==> config.mk <==
export PLATFORM = sky130hd
export DESIGN_NAME = conv_window_gen
export DESIGN_NICKNAME = d
export VERILOG_FILES = /design/src/rtl/conv_window_gen.sv
export SDC_FILE = /design/constraint.sdc
export NUM_CORES = 2
export LEC_CHECK = 0
export ABC_AREA = 0
export BUFFER_PORTS_ARGS = -buffer_cell sky130_fd_sc_hd__buf_2
export CORE_ASPECT_RATIO = 1.4
export CORE_MARGIN = 2
export CORE_UTILIZATION = 30
export DETAILED_ROUTE_END_ITERATION = 12
export MAX_ROUTING_LAYER = met4
export PLACE_DENSITY_LB_ADDON = 0.3
export SKIP_CTS_REPAIR_TIMING = 1
export SYNTH_ARGS = -nofsm -noshare
export SYNTH_HDL_FRONTEND = slang
export SYNTH_SLANG_ARGS = --single-unit
==> constraint.sdc <==
create_clock -name clk -period 2.1 [get_ports clk]
set_input_delay 0.105 -clock clk [delete_from_list [all_inputs] [get_ports clk]]
set_output_delay 0.105 -clock clk [all_outputs]
set_load 0.01 [all_outputs]
==> src/rtl/conv_window_gen.sv <==
// conv_window_gen: streaming 3x3 window generator for a raster-order pixel map.
// Two row-length shift buffers hold the previous two rows. Each accepted pixel
// pushes a new column {row-2, row-1, current} into a 3x3 window register. A
// window is flagged valid only when it lies entirely inside the image.
module conv_window_gen #(
    parameter int IMG_W = 28,
    parameter int IMG_H = 28,
    parameter int DW    = 16
) (
    input  logic                clk,
    input  logic                rst_n,
    input  logic                start,
    input  logic                pix_valid,
    output logic                pix_ready,
    input  logic [DW-1:0]       pix_data,
    output logic                win_valid,
    output logic [8:0][DW-1:0]  win_data,
    output logic                win_last,
    output logic                busy,
    output logic                done
);

    localparam int CW = $clog2(IMG_W);
    localparam int RW = $clog2(IMG_H);
    localparam logic [CW-1:0] COL_LAST = CW'(IMG_W - 1);
    localparam logic [RW-1:0] ROW_LAST = RW'(IMG_H - 1);
    localparam logic [CW-1:0] COL_MIN  = CW'(2);
    localparam logic [RW-1:0] ROW_MIN  = RW'(2);

    typedef enum logic [1:0] {
        S_IDLE = 2'd0,
        S_RUN  = 2'd1,
        S_DONE = 2'd2
    } state_t;

    state_t                   state_q;
    logic [CW-1:0]            col_q;
    logic [RW-1:0]            row_q;
    logic                     pix_ready_q;
    logic                     win_valid_q;
    logic                     win_last_q;
    logic                     busy_q;
    logic                     done_q;

    // lb0 holds row-1, lb1 holds row-2; element IMG_W-1 is the oldest entry,
    // i.e. the pixel in the same column one (lb0) or two (lb1) rows back.
    logic [IMG_W-1:0][DW-1:0] lb0_q, lb0_d;
    logic [IMG_W-1:0][DW-1:0] lb1_q, lb1_d;
    logic [8:0][DW-1:0]       win_q, win_d;

    logic accept;
    logic col_last;
    logic row_last;

    assign accept   = pix_valid & pix_ready_q;
    assign col_last = (col_q == COL_LAST);
    assign row_last = (row_q == ROW_LAST);

    // Frame sequencing: position counters and all registered control outputs.
    always_ff @(posedge clk or negedge rst_n) begin
        if (!rst_n) begin
            state_q     <= S_IDLE;
            col_q       <= '0;
            row_q       <= '0;
            pix_ready_q <= 1'b0;
            win_valid_q <= 1'b0;
            win_last_q  <= 1'b0;
            busy_q      <= 1'b0;
            done_q      <= 1'b0;
        end else begin
            win_valid_q <= 1'b0;
            win_last_q  <= 1'b0;
            done_q      <= 1'b0;
            case (state_q)
                S_IDLE: begin
                    if (start) begin
                        state_q     <= S_RUN;
                        col_q       <= '0;
                        row_q       <= '0;
                        pix_ready_q <= 1'b1;
                        busy_q      <= 1'b1;
                    end
                end
                S_RUN: begin
                    if (accept) begin
                        // Window is complete only once two full rows and two
                        // columns of the current row are behind it; this also
                        // suppresses windows straddling a row wrap.
                        win_valid_q <= (row_q >= ROW_MIN) && (col_q >= COL_MIN);
                        win_last_q  <= row_last && col_last;
                        if (col_last) begin
                            col_q <= '0;
                            if (row_last) begin
                                state_q     <= S_DONE;
                                pix_ready_q <= 1'b0;
                                done_q      <= 1'b1;
                            end else begin
                                row_q <= row_q + 1'b1;
                            end
                        end else begin
                            col_q <= col_q + 1'b1;
                        end
                    end
                end
                S_DONE: begin
                    state_q <= S_IDLE;
                    busy_q  <= 1'b0;
                end
                default: begin
                    state_q     <= S_IDLE;
                    pix_ready_q <= 1'b0;
                    busy_q      <= 1'b0;
                end
            endcase
        end
    end

    // Next-state of line buffers and window: shift only on an accepted pixel.
    always_comb begin
        lb0_d = lb0_q;
        lb1_d = lb1_q;
        win_d = win_q;
        if (accept) begin
            lb0_d = {lb0_q[IMG_W-2:0], pix_data};
            lb1_d = {lb1_q[IMG_W-2:0], lb0_q[IMG_W-1]};
            for (int r = 0; r < 3; r++) begin
                win_d[r*3 + 0] = win_q[r*3 + 1];
                win_d[r*3 + 1] = win_q[r*3 + 2];
            end
            win_d[2] = lb1_q[IMG_W-1];
            win_d[5] = lb0_q[IMG_W-1];
            win_d[8] = pix_data;
        end
    end

    // Line buffer and window storage.
    always_ff @(posedge clk or negedge rst_n) begin
        if (!rst_n) begin
            lb0_q <= '0;
            lb1_q <= '0;
            win_q <= '0;
        end else begin
            lb0_q <= lb0_d;
            lb1_q <= lb1_d;
            win_q <= win_d;
        end
    end

    assign pix_ready = pix_ready_q;
    assign win_valid = win_valid_q;
    assign win_last  = win_last_q;
    assign win_data  = win_q;
    assign busy      = busy_q;
    assign done      = done_q;

endmodule
==> run_results.csv <==
group,metric,value,unit
run_status,status,"finished clean",
yosys,synthCells,4173,
sta,rsz0062_at_grt,"no",
global_route,grt.total_usage,11.9,%
critical_path,slowest_delay,0.40,ns
placement,io_buffers,168,
sta,fmax,0.573,GHz
yosys,ys_warn_count,0,
yosys,syn-cell-area,36800,um2
clock_network,cts_buffers,96,
global_route,grt_overflow,0,
layout,nNetsFinal,4273,
yosys,netlist_top_cells_count,"nand2_1, dfrtp_1, buf_2, buf_4, clkbuf_1",
sta,drv_slew,0,
critical_path,crit_path_start,"col_q[1]$_DFFE_PN0P_",
sta,fin_crit_sh,83.1,%
placement,placed_area,39300,um2
yosys,synth_top_area_share,65.3,%
layout,fin_area,42800,um2
sta,hold_slack,0.133,ns
yosys,ys_top_cells_by_area,"dfrtp_1, nand2_1, buf_4, buf_2, clkbuf_1",
layout,drive_gt1_share,9.71,%
critical_path,end_kind,"flop",
yosys,yosysMostFrequentCell,"nand2_1",
critical_path,r2r_start,"col_q[1]$_DFFE_PN0P_",
global_route,grt_pass1_wl,123,mm
critical_path,cp_slowest_cell,"dfrtp_1",
placement,dpl.cell_count,5748,
critical_path,path_buf_inv,0,
critical_path,r2r-end,"row_q[3]$_DFFE_PN0P_",
yosys,async_reset_ff_share,100,%
yosys,synth-main-ff-cell,"dfrtp_1",
run,drv_cap,0,
yosys,synth-edff-count,0,
placement,routabilityCongestion,0.763,
floorplan,rows,152,
layout,fin_util,35.0,%
critical_path,start_kind,"flop",
layout,final_cells,5942,
yosys,syn_nets,4197,
global_route,grt_pass1_vias,25000,
power,swShare,24.7,%
clock_network,clk_pin_slew,0.06,ns
routing,drt_pass1_iterations,4,
routing,vias_per_cell,4.21,
routing,drtAntennaViolNets,0,
power,internal-power,31.7,mW
layout,n_fill_cell,12600,
sta,skew,0.0435,ns
power,power_density,982,nW/um2
sta,final.min_clock_period,1.74,ns
floorplan,dieHeight,418,um
routing,vias,25000,
floorplan,initial_core_util,30.1,%
routing,wl_per_cell,11.8,um
layout,num_antenna_cells,0,
critical_path,path_class,"flop to flop",
sta,setup_viol,0,
routing,drc,0,
yosys,yosysUniqueCellTypes,33,
power,power.switching,10.4,mW
power,p_leak,24.4,nW
power,pwr-share-clk,42.0,%
critical_path,timing.reg2reg.setup_slack,0.36,ns
critical_path,path_cells,"ha_1, and4b_1, nand2_1, a21o_1, a211o_1",
floorplan,dieArea,125000,um2
global_route,grt_max_degree,122,
floorplan,io_pins,169,
global_route,antenna_found_initial,0,
floorplan,core_area,122000,um2
hold_path,hp-class,"primary input to asynchronous set/reset pin",
clock_network,cts_root_buffer,"clkbuf_16",
critical_path,worstRegToRegCells,5,
critical_path,crit_cells,5,
power,peakVddDrop,0.000716,V
critical_path,endpoint,"row_q[3]$_DFFE_PN0P_",
yosys,syn_area_per_cell,8.81,um2
critical_path,worst-endpoint-required,2.67,ns
yosys,synth_area_leader_cell,"dfrtp_1",
placement,dp_hpwl,41.7,mm
critical_path,critPathMaxFanout,7,
clock_network,cts_sinks,960,
sta,finalSetupTns,0,ns
layout,syn2layout_area_growth,16.3,%
power,seqPwrFrac,50.3,%
critical_path,path_delay_family,"compound AO/OA/AOI/OAI gates",
sta,relSlewSlack,37.3,%
sta,tightestPinTransition,0.938,ns
power,combPwrFrac,7.6,%
clock_network,cts_buffer_depth,3,
clock_network,h-tree-depth,3,
yosys,ys_ff_latch,960,
clock_network,cts_tree,"done",
yosys,ys_seq_area_share,65.3,%
clock_network,worstSkewPairLatency,0.70,ns
floorplan,die_w,300,um
routing,first_iter_violations,1767,
routing,wl,70.2,mm
critical_path,worstPathArrival,2.31,ns
sta,report.final.hold_viol_count,0,
## worst min-delay path, stage by stage
cell	delay [ns]
dlygate4sd3_1	0.57
buf_8	0.24
buf_4	0.22
## worst min-delay path by stage
stage	from	to	slack, ns	cells past startpoint
after floorplan	rst_n	busy$_DFFE_PN0P_	-0.19	0
after global placement	rst_n	lb1_q[152]$_DFFE_PN0P_	0.04	1
after detailed placement	rst_n	lb1_q[152]$_DFFE_PN0P_	0.04	1
after CTS	rst_n	lb1_q[152]$_DFFE_PN0P_	-0.72	1
after global routing	pix_data[10]	win_data[138]$_DFFE_PN0P_	0.10	4
final	rst_n	lb1_q[260]$_DFFE_PN0P_	0.13	3
## power groups by stage
| stage | clock, mW | sequential [mW] | combinational (mW) |
|---|---|---|---|
| 2_1_floorplan | 0 | 21.2 | 2.27 |
| 3_3_place_gp | 0 | 21.5 | 3.22 |
| 3_5_place_dp | 0 | 21.5 | 3.29 |
| 4_1_cts | 18.3 | 21.2 | 3.30 |
| 5_1_grt | 19.1 | 21.4 | 3.82 |
| 6_report | 17.7 | 21.2 | 3.21 |
## registers in the layout, indices dropped and copies added, names as in the netlist
name	count
pix_ready	1
row_q	5
done	1
win_data	144
col_q	5
lb0_q	400
state_q	2
win_valid	1
lb1_q	400
busy	1
## metal layers
metal  global-route usage (%)  wire [um]
met1                     14.8      32400
met2                     19.2      33000
met3                     2.48       2920
met4                     3.84       1870
met5                        -          0
## cell type report
cell class              count  area [um2]  share of cell area, %
clock buffers             144        2830                   6.60
clock inverters            30         463                   1.08
inverters                   3        11.3                 0.0263
multi-input cells        2901       11100                   25.9
flip-flops and latches    960       24000                   56.1
well taps                1617        2020                   4.73
repair buffers            287        2360                   5.51
## layout by cell type (no fill, tap or decap), types with 2 or more instances in the layout
cell,instances
a21o_1,3
clkinvlp_4,3
o21ai_0,7
clkbuf_16,98
inv_1,3
buf_12,45
nand3_1,4
buf_2,167
inv_6,3
nor3b_1,2
nor2b_1,2
dfrtp_1,960
clkinv_16,3
clkinv_2,11
ha_1,4
nor2_1,10
clkbuf_8,20
a211o_1,2
a21oi_1,3
buf_4,54
nand2_1,2840
nand4_1,3
or4_1,2
bufinv_16,8
dlygate4sd3_1,20
clkbuf_1,26
nand2b_1,3
nor3_1,3
## metrics by stage
step / total power [mW] / setup WS [ns]
2_1_floorplan: 23.5 / 0.494
5_1_grt: 44.3 / 0.264
3_5_place_dp: 24.8 / 0.385
3_3_place_gp: 24.7 / 0.443
4_1_cts: 42.8 / 0.356
6_report: 42.0 / 0.356
## cell families after synthesis
family / after synthesis / synth area share [%]
muxes: 2 / 0.0680
and+or+nand+nor: 2876 / 29.6
DFF: 960 / 65.3
adders and majority gates: 4 / 0.136
buffers and inverters: 312 / 4.60
AOI/OAI and AO/OA: 19 / 0.327
No activity file was read; power rests on OpenSTA's default activity.
